`src/rtl/interrupt_controller.sv`:
```
// Edge-latching interrupt controller: synchronizes irq lines, latches pending requests,
// masks them and presents one stable priority-encoded code to the control FSM.
//
// state        | meaning
// -------------+-------------------------------------------------------------
// ST_IDLE      | no code presented (code_q=0); code_q tracks selection
// ST_PRESENTED | code_q!=0 held for the FSM, waiting for the acknowledge
// ST_SERVICE   | acknowledged request in service (busy); code_q held
module interrupt_controller #(
  parameter  int INTERRUPT_WIDTH = 4,
  localparam int SOURCES = 2**INTERRUPT_WIDTH - 1,
  parameter  logic [SOURCES-1:0] MASK_RESET = '0
) (
  input  logic                       clk,
  input  logic                       rst_n,
  input  logic [SOURCES-1:0]         irq,
  input  logic                       mask_we,
  input  logic [SOURCES-1:0]         mask_wdata,
  input  logic                       processing_interrupt,
  output logic [INTERRUPT_WIDTH-1:0] interrupt,
  output logic [SOURCES-1:0]         pending,
  output logic                       busy
);

  typedef enum logic [1:0] {
    ST_IDLE      = 2'd0,
    ST_PRESENTED = 2'd1,
    ST_SERVICE   = 2'd2
  } state_t;

  state_t                     state_q, state_d;
  logic [INTERRUPT_WIDTH-1:0] code_q, code_d;
  logic [SOURCES-1:0]         s1, s2, s3;
  logic [SOURCES-1:0]         pending_q;
  logic [SOURCES-1:0]         mask_q;
  logic [SOURCES-1:0]         rise;
  logic [SOURCES-1:0]         clr;
  logic [SOURCES-1:0]         cand;
  logic [INTERRUPT_WIDTH-1:0] sel;
  logic                       ack;

  always_ff @(posedge clk or negedge rst_n) begin
    if (!rst_n) begin
      s1 <= '0;
      s2 <= '0;
      s3 <= '0;
    end else begin
      s1 <= irq;
      s2 <= s1;
      s3 <= s2;
    end
  end

  // s3 resets low, so a line already high at reset release yields one edge
  assign rise = s2 & ~s3;

  always_ff @(posedge clk or negedge rst_n) begin
    if (!rst_n) begin
      mask_q <= MASK_RESET;
    end else if (mask_we) begin
      mask_q <= mask_wdata;
    end
  end

  assign cand = pending_q & ~mask_q;

  always_comb begin
    sel = '0;
    for (int i = SOURCES - 1; i >= 0; i--) begin
      if (cand[i]) sel = INTERRUPT_WIDTH'(i + 1);
    end
  end

  assign ack = (state_q == ST_PRESENTED) && processing_interrupt;

  always_comb begin
    clr = '0;
    for (int i = 0; i < SOURCES; i++) begin
      clr[i] = ack && (code_q == INTERRUPT_WIDTH'(i + 1));
    end
  end

  // OR-ing the new edges after the clear lets a coincident edge win
  always_ff @(posedge clk or negedge rst_n) begin
    if (!rst_n) begin
      pending_q <= '0;
    end else begin
      pending_q <= (pending_q & ~clr) | rise;
    end
  end

  always_ff @(posedge clk or negedge rst_n) begin
    if (!rst_n) begin
      state_q <= ST_IDLE;
      code_q  <= '0;
    end else begin
      state_q <= state_d;
      code_q  <= code_d;
    end
  end

  always_comb begin
    state_d = state_q;
    code_d  = code_q;
    case (state_q)
      ST_IDLE: begin
        code_d  = sel;
        state_d = (sel != '0) ? ST_PRESENTED : ST_IDLE;
      end
      ST_PRESENTED: begin
        if (processing_interrupt) state_d = ST_SERVICE;
      end
      ST_SERVICE: begin
        if (!processing_interrupt) begin
          code_d  = sel;
          state_d = (sel != '0) ? ST_PRESENTED : ST_IDLE;
        end
      end
      default: begin
        code_d  = '0;
        state_d = ST_IDLE;
      end
    endcase
  end

  assign busy      = (state_q == ST_SERVICE);
  assign interrupt = (busy && !processing_interrupt) ? '0 : code_q;
  assign pending   = pending_q;

endmodule

```
`config.mk`:
```
export PLATFORM = sky130hd
export DESIGN_NAME = interrupt_controller
export DESIGN_NICKNAME = d
export VERILOG_FILES = /design/src/rtl/interrupt_controller.sv
export SDC_FILE = /design/constraint.sdc
export NUM_CORES = 1
export LEC_CHECK = 0
export ABC_AREA = 1
export ABC_CLOCK_PERIOD_IN_PS = 1600
export BUFFER_PORTS_ARGS = -buffer_cell sky130_fd_sc_hd__clkbuf_2
export CORE_AREA = 2 2 77 79
export CTS_BUF_LIST = sky130_fd_sc_hd__clkbuf_16
export DETAILED_ROUTE_END_ITERATION = 16
export DIE_AREA = 0 0 79 81
export HOLD_SLACK_MARGIN = 0.1
export PLACE_DENSITY = 0.75
export SLEW_MARGIN = 20
export SYNTH_ARGS = -nofsm -noshare
export SYNTH_HDL_FRONTEND = slang
export SYNTH_SLANG_ARGS = --single-unit
export TNS_END_PERCENT = 20
```
`constraint.sdc`:
```
create_clock -name clk -period 1.6 [get_ports clk]
set_clock_uncertainty 0.15 [all_clocks]
set_input_delay 0.32 -clock clk [delete_from_list [all_inputs] [get_ports clk]]
set_output_delay 0.32 -clock clk [all_outputs]
set_load 0.02 [all_outputs]
```
Word level (Yosys, flattened, before mapping)
Cells that the tools add are included.
- register bits: 81
- input port bits: 34
- output and inout bits: 20
- logic and storage cells: 78
- equal/unequal tests: 19
- mux-type cells: 22
- bitwise logic cells: 8
- reductions and logical operators: 22
- operators by type and width (kind ; number):
    $mux W4 ; 17
    $and A15 B15 Y15 ; 3
    $not A15 Y15 ; 3
    $eq A4 B4 Y1 const B ; 8
    $logic_and A1 B1 Y1 ; 17
    $eq A4 B3 Y1 const B ; 4
    $or A15 B15 Y15 ; 1
    $pmux W4 S3 ; 1
    $eq A4 B2 Y1 const B ; 2
    $pmux W2 S3 ; 1
    $eq A4 B1 Y1 const B ; 1
    $mux W2 ; 2
    $ne A2 B2 Y1 const B ; 2
    $reduce_and A2 Y1 ; 2
    $reduce_bool A4 Y1 ; 1
    $eq A2 B1 Y1 const B ; 1
    $eq A2 B2 Y1 const B ; 1
    $logic_not A2 Y1 ; 1
    $logic_not A1 Y1 ; 1
    $mux W1 ; 1
    $not A1 Y1 ; 1

Longest topological paths before layout
Gate-level depths: netlist of run 1.
- depth after elaboration: 21
- gate-level depth with buffers: 18

Worst setup path before layout of run 1
OpenSTA, ideal clock, no wires.
- path kind: register to output
- from: register state_q[0]
- to: output interrupt[0]
- data arrival time: 1080 ps
- setup slack: 50 ps
- cell stages (with the launch flop): 5
- buffers on the path: 0
- cell sequence: dfrtp_1 nor2_1 nand2_1 nand2_1 inv_1
- word-level cells in the longest chain between the ends: 3
- ends and longest elaborated chain (what ; line ; source):
    start: declaration ; 31 ; state_t state_q, state_d;
    start signal: assignment ; 97 ; state_q <= state_d;
    $eq A2 B2 Y1 ; 126 ; assign busy = (state_q == ST_SERVICE);
    net busy ; 22 ; output logic busy
    $logic_and A1 B1 Y1 ; 127 ; assign interrupt = (busy && !processing_interrupt) ? '0 : code_q;
    $mux W4 ; 127 ;
    end: declaration ; 20 ; output logic [INTERRUPT_WIDTH-1:0] interrupt,
The timed path passes the listed nets, and every way through them passes these cells.

Worst setup path in the final report of run 1
- from: register state_q[1]
- to: output busy
- word-level cells in the longest chain between the ends: 1
- ends and longest elaborated chain (what ; line):
    $eq A2 B2 Y1 ; 126
    end: declaration ; 22
No other way between the ends.

==> results_dict.tcl, run 1 <==
set metrics [dict create \
    fin_crit_sh 1.06 \
    h-tree-depth 3 \
    routed_wirelength_um 5720 \
    max_freq_mhz 590 \
    power_density_nw_per_um2 1360 \
    syn-num-nets 310 \
    vias 2119 \
    critPathCaptureType "output pin" \
    place_congestion 0.965 \
    numCtsBuffers 9 \
    die-height_um 81 \
    status "complete, but fails checks" \
    seqPwrFrac 0.438 \
    final_nets 412 \
    power.switching_w 0.00157 \
    yosys_warnings 0 \
    drive_gt1_frac 0.277 \
    reg2reg_from "pending[13]" \
    die_w_um 79 \
    leakage_nw 2.02 \
    dp_slack_ps -1.44 \
    finalHoldViolations 0 \
    hold_class "input port to flop" \
    hold_path_end "mask_q[2]" \
    clockBufferDepth 2 \
    port_buffers 53 \
    cp.required_ps 1130 \
    worstMarginPinSlew_ps 402 \
    finalWorstSetupSlack_ps -93.9 \
    maxSlewHeadroom 0.732 \
    regToRegSetupSlack_ps -10 \
    min_path_cells 2 \
    startpoint_type "flop" \
    rr_worst_depth 12 \
    first_iter_violations 183 \
    syn-cell-area_um2 2890 \
    synthDistinctLibCells 18 \
    syn_inst 276 \
    tns_ps -386 \
    failed_checks "negative setup slack" \
    gr-total-overflow 0 \
    gr-usage-all-layers 0.196 \
    diodes 0 \
    first_global_vias 2123 \
    total_power_w 0.00543 \
    ir_worst_vdd_uv 935 \
    cell_internal_pwr_w 0.00386 \
    wl_per_cell_um 12.5 \
    yosysSeqAreaShare 0.702 \
    r2r_end "state_q[0]" \
    io_pins 54 \
    syn_area_per_cell_um2 10.5 \
    dp_hpwl_um 3850 \
    grt_max_degree 82 \
    antenna_found_initial 0 \
    fin_crit_ps 1690 \
    clk_pin_slew_ps 60 \
    ys_ff_latch 81 \
    crit_arrival_ps 1220 \
    min_from "mask_we" \
    clock_power_share 0.364 \
    core_um2 5680 \
    cp_max_fo 2 \
    die_area_um2 6400 \
    power_frac_comb 0.198 \
    clock_latency_ps 320 \
    cts_tree "done" \
    grt_pass1_wl_um 9320 \
    grt_setup_unrepaired "true" \
    final_antenna_net_count 0 \
    cts-root-buf "clkbuf_16" \
    area_delta_synth_final_pct 38.4 \
    yosys-top-cells-area "dfrtp_1 (70%), nand2_1 (8.6%), inv_1 (6.2%)" \
    initial_utilization 0.509 \
    yosysTopAreaCell "dfrtp_1" \
    first_pass_iters 4 \
    criticalPathCategory "flop to output pin" \
    remaining_drc_errors 0 \
    yosys.area.top_type_share 0.702 \
    report.final.slew_viol_count 0 \
    fp-row-count 28 \
    avgViaCountPerCell 4.63 \
    setup_viol 6 \
    switching_share 0.290 \
    cap_viol_max_count 0 \
    clock_sinks 81 \
]
## layout make-up
cell class	instances	area, µm²
Clock buffer	9	225
Clock inverter	7	70.1
Fill cell	428	1680
Inverter	52	195
Multi-Input combinational cell	140	707
Sequential cell	81	2030
Tap cell	75	93.8
Timing Repair Buffer	94	678
## layer usage
metal / wire length [µm] / GRT usage / vias to the layer above
li1: - / - / 1062
met1: 2530 / 0.242 / 990
met2: 2890 / 0.320 / 59
met3: 222 / 0.0544 / 8
met4: 72 / 0.0948 / 0
met5: 0 / 0 / -
## kinds of logic after synthesis
kind of cell / count (synthesis) / synth area share
simple gates: 88 / 0.128
flops: 81 / 0.702
mux: 2 / 0.00780
compound gates: 50 / 0.0906
buf+inv: 55 / 0.0715
## critical path: stages, from the launching register on
cell and delay [ps]:
dfrtp_1 370, inv_1 90, nor2_4 40, buf_4 130, buf_4 120, buf_4 140
## synth_stat cells
cell	count
a22oi_1	1
mux2_2	2
nor2_1	8
inv_1	48
o21ai_1	15
o21bai_1	1
nand2_2	3
inv_2	4
nand2_1	66
clkbuf_1	3
nand2_4	2
nand4_1	1
dfrtp_1	81
nor2_2	3
o21ai_0	29
o22ai_1	3
nand3_1	5
o31ai_1	1
## worst max-delay path by stage
| stage | to | startpoint | slack [ps] | cells past startpoint |
|---|---|---|---|---|
| 6_report | busy | state_q[1] | -90 | 5 |
| 3_3_place_gp | state_q[0] | pending[13] | -10 | 12 |
| 5_1_grt | state_q[0] | pending[13] | -160 | 12 |
| 2_1_floorplan | interrupt[0] | state_q[0] | 50 | 4 |
| 3_5_place_dp | state_q[0] | pending[13] | -1 | 12 |
| 4_1_cts | interrupt[0] | state_q[0] | -90 | 5 |
## metrics by stage
step / hold WS, ps / instance area (µm²) / cells / utilization
detailed placement: 185 / 3290 / 406 / 0.579
global route: 145 / 4000 / 458 / 0.704
finish: 150 / 4000 / 458 / 0.704
global placement: 181 / 3290 / 406 / 0.579
CTS: 141 / 3930 / 454 / 0.693
floorplan: -126 / 2890 / 276 / -
## registers in the layout, summed over array words and instances (netlist names)
name     cells
s1          15
state_q      2
mask_q      15
s3          15
code_q       4
s2          15
pending     15
## power by group through the flow
stage | clock network (W) | logic, W | registers, W
floorplan | 0 | 0.000524 | 0.00241
global placement | 0 | 0.000866 | 0.00240
detailed placement | 0 | 0.000870 | 0.00241
CTS | 0.00202 | 0.000995 | 0.00238
global route | 0.00211 | 0.00120 | 0.00240
finish | 0.00198 | 0.00107 | 0.00238
## timing repair
item                                   CTS  global route
gates resized for setup                 10            18
hold buffers                            31             0
setup endpoints to repair                6            22
buffers inserted                         1             4
pin swaps                                1            10
endpoints found under the hold margin  111             0
## placed cells by master, fill, tap and decap left out, drive strengths merged, types with 2 or more instances in the layout
cell	Yosys	final
o21ai	44	44
clkbuf	3	57
buf	0	15
nand3	5	5
nor2	11	11
inv	52	54
o22ai	3	3
clkinv	0	2
dlygate4sd3	0	31
nand2	71	71
mux2	2	2
dfrtp	81	81
clkinvlp	0	2
Note: power is estimated with default switching activity, not from simulation.
==> run 2, diff against run 1 <==
--- a/config.mk
+++ b/config.mk
@@ -12,6 +12,7 @@
 export CTS_BUF_LIST = sky130_fd_sc_hd__clkbuf_16
 export DETAILED_ROUTE_END_ITERATION = 16
 export DIE_AREA = 0 0 79 81
+export GPL_TIMING_DRIVEN = 0
 export HOLD_SLACK_MARGIN = 0.1
 export PLACE_DENSITY = 0.75
 export SLEW_MARGIN = 20
==> run 2 against run 1 <==
  * The flow still finishes with violations (negative setup slack)
  * Count of clock-buffer cells in the layout did not move
  * Maximum frequency fell by 0.59%
  * Combinational power about the same
  * Wire length is 2.5% lower
  * Largest cell class unchanged
  * Largest power group unchanged
==> results_dict.tcl, run 2 (same netlist as run 1, synthesis figures left out) <==
set metrics [dict create \
    status "complete, but fails checks" \
    failed_checks "negative setup slack" \
    slowest_delay_ps 410 \
    startpoint_type "flop" \
    worstMarginPinSlew_ps 590 \
    slowest_stage "dfrtp_1" \
    layout.area.seq_um2 2030 \
    fill_cells 411 \
    first_iter_violations 115 \
    clk_pin_slew_ps 60 \
    cts_tree "done" \
    cap_viol_max_count 0 \
    setup_viol 7 \
    diodes 0 \
    finalWorstSetupSlack_ps -104 \
    min_path_cells 3 \
    worstSetupPathDepth 5 \
    drive_gt1_frac 0.247 \
    area_delta_synth_final_pct 37.5 \
    hold_class "input port to flop" \
    cts-root-buf "clkbuf_16" \
    place_area_um2 3260 \
    maxSlewHeadroom 0.607 \
    final_common_cell "dfrtp_1" \
    path_cells "nor2_2 -> nand2_2 -> nand2_1 -> inv_1 -> buf_2" \
    fp-row-count 28 \
    die-height_um 81 \
    max_freq_mhz 587 \
    report.final.slew_viol_count 0 \
    routed_wirelength_um 5570 \
    initial_utilization 0.509 \
    crit_arrival_ps 1230 \
    cp_max_fo 4 \
    fin_crit_ps 1700 \
    critical_path.top_delay_family "flip-flops" \
    core_um2 5680 \
    cp.required_ps 1130 \
    first_pass_iters 4 \
    multi_input_area_um2 676 \
    path_buf_inv 2 \
    numCtsBuffers 9 \
    leakage_nw 2.00 \
    final_antenna_net_count 0 \
    grt_max_degree 45 \
    wl_per_cell_um 12.2 \
    finalHoldViolations 0 \
    reg2reg_from "pending[13]" \
    critPathCaptureType "output pin" \
    io_pins 54 \
    final_area_um2 3970 \
    first_global_vias 2107 \
    remaining_drc_errors 0 \
    clock_latency_ps 330 \
    place_congestion 0.834 \
    clock_sinks 81 \
    criticalPathCategory "flop to output pin" \
    clockBufferDepth 2 \
    min_from "processing_interrupt" \
    setup.worst_path.start "state_q[0]" \
    grt_pass1_wl_um 9340 \
    dp_hpwl_um 3820 \
    die_area_um2 6400 \
    port_buffers 52 \
    rr_worst_depth 12 \
    vias 2098 \
    h-tree-depth 3 \
    die_w_um 79 \
    fin_crit_sh 1.06 \
    antenna_found_initial 0 \
    final_nets 409 \
    gr-usage-all-layers 0.194 \
    avgViaCountPerCell 4.61 \
    power_density_nw_per_um2 1400 \
    total_power_w 0.00555 \
    grt_setup_unrepaired "true" \
    gr-total-overflow 0 \
    final_cell_mix "dfrtp_1 (81), nand2_1 (64), clkbuf_2 (47), inv_1 (45), dlygate4sd3_1 (31)" \
    ir_worst_vdd_uv 1130 \
]
## run 2: cell types whose count changed in the layout (fill, tap and decap cells not counted), sizes merged
| cell | before | now |
|---|---|---|
| inv | 54 | 53 |
| clkbuf | 57 | 60 |
| bufinv | 1 | 2 |
| buf | 15 | 9 |
## run 2: metal layers
metal | vias to the layer above | GRT usage | share of wire
met5 | - | 0 | 0
met4 | 0 | 0.103 | 0.020
met3 | 10 | 0.0311 | 0.038
met2 | 50 | 0.320 | 0.51
met1 | 984 | 0.250 | 0.43
li1 | 1054 | - | -
## run 2: worst min-delay path, cell delays in order
cell	delay, ps
clkbuf_2	90
nand2_1	80
nand2_1	70
## run 2: final timing paths
kind                                      to  slack, ps
worst max-delay path            interrupt[1]       -100
worst min-delay path              state_q[1]        130
worst max register to register    state_q[0]        -50
worst min register to register         s2[7]        190
max in group asynchronous         state_q[1]        290
min in group asynchronous              s1[5]        420
## run 2: timing repair
action,4_1_cts,5_1_grt
endpoints found under the setup margin,6,22
pin swaps,1,1
buffers inserted,2,2
gates cloned,0,0
endpoints found under the hold margin,73,0
hold buffers,31,0
gates resized for setup,10,13
## run 2: per-stage QoR
| stage | std cells | hold slack [ps] | worst slack, ps | TNS, ps | util |
|---|---|---|---|---|---|
| after floorplan | 276 | -126 | 50.5 | 0 | - |
| after global placement | 403 | 182 | -669 | -53980 | 0.571 |
| after detailed placement | 404 | 185 | -55.3 | -101 | 0.575 |
| after CTS | 453 | 124 | -81.9 | -578 | 0.694 |
| after global routing | 455 | 130 | -270 | -1690 | 0.699 |
| final | 455 | 127 | -104 | -527 | 0.699 |
## run 2: power breakdown
group | internal [W] | total, W | switching, W
Sequential | 0.00224 | 0.00238 | 0.000146
Clock | 0.00136 | 0.00213 | 0.000773
Combinational | 0.000403 | 0.00104 | 0.000632
Total | 0.00400 | 0.00555 | 0.00155
## run 2: final cells by class
type                    instances  area share
flip-flops and latches         81       0.511
inverters                      52      0.0492
plain buffers                   3     0.00284
clock buffers                   9      0.0568
multi-input cells             140       0.170
clock inverters                 7      0.0233
well taps                      75      0.0237
repair buffers                 88       0.163
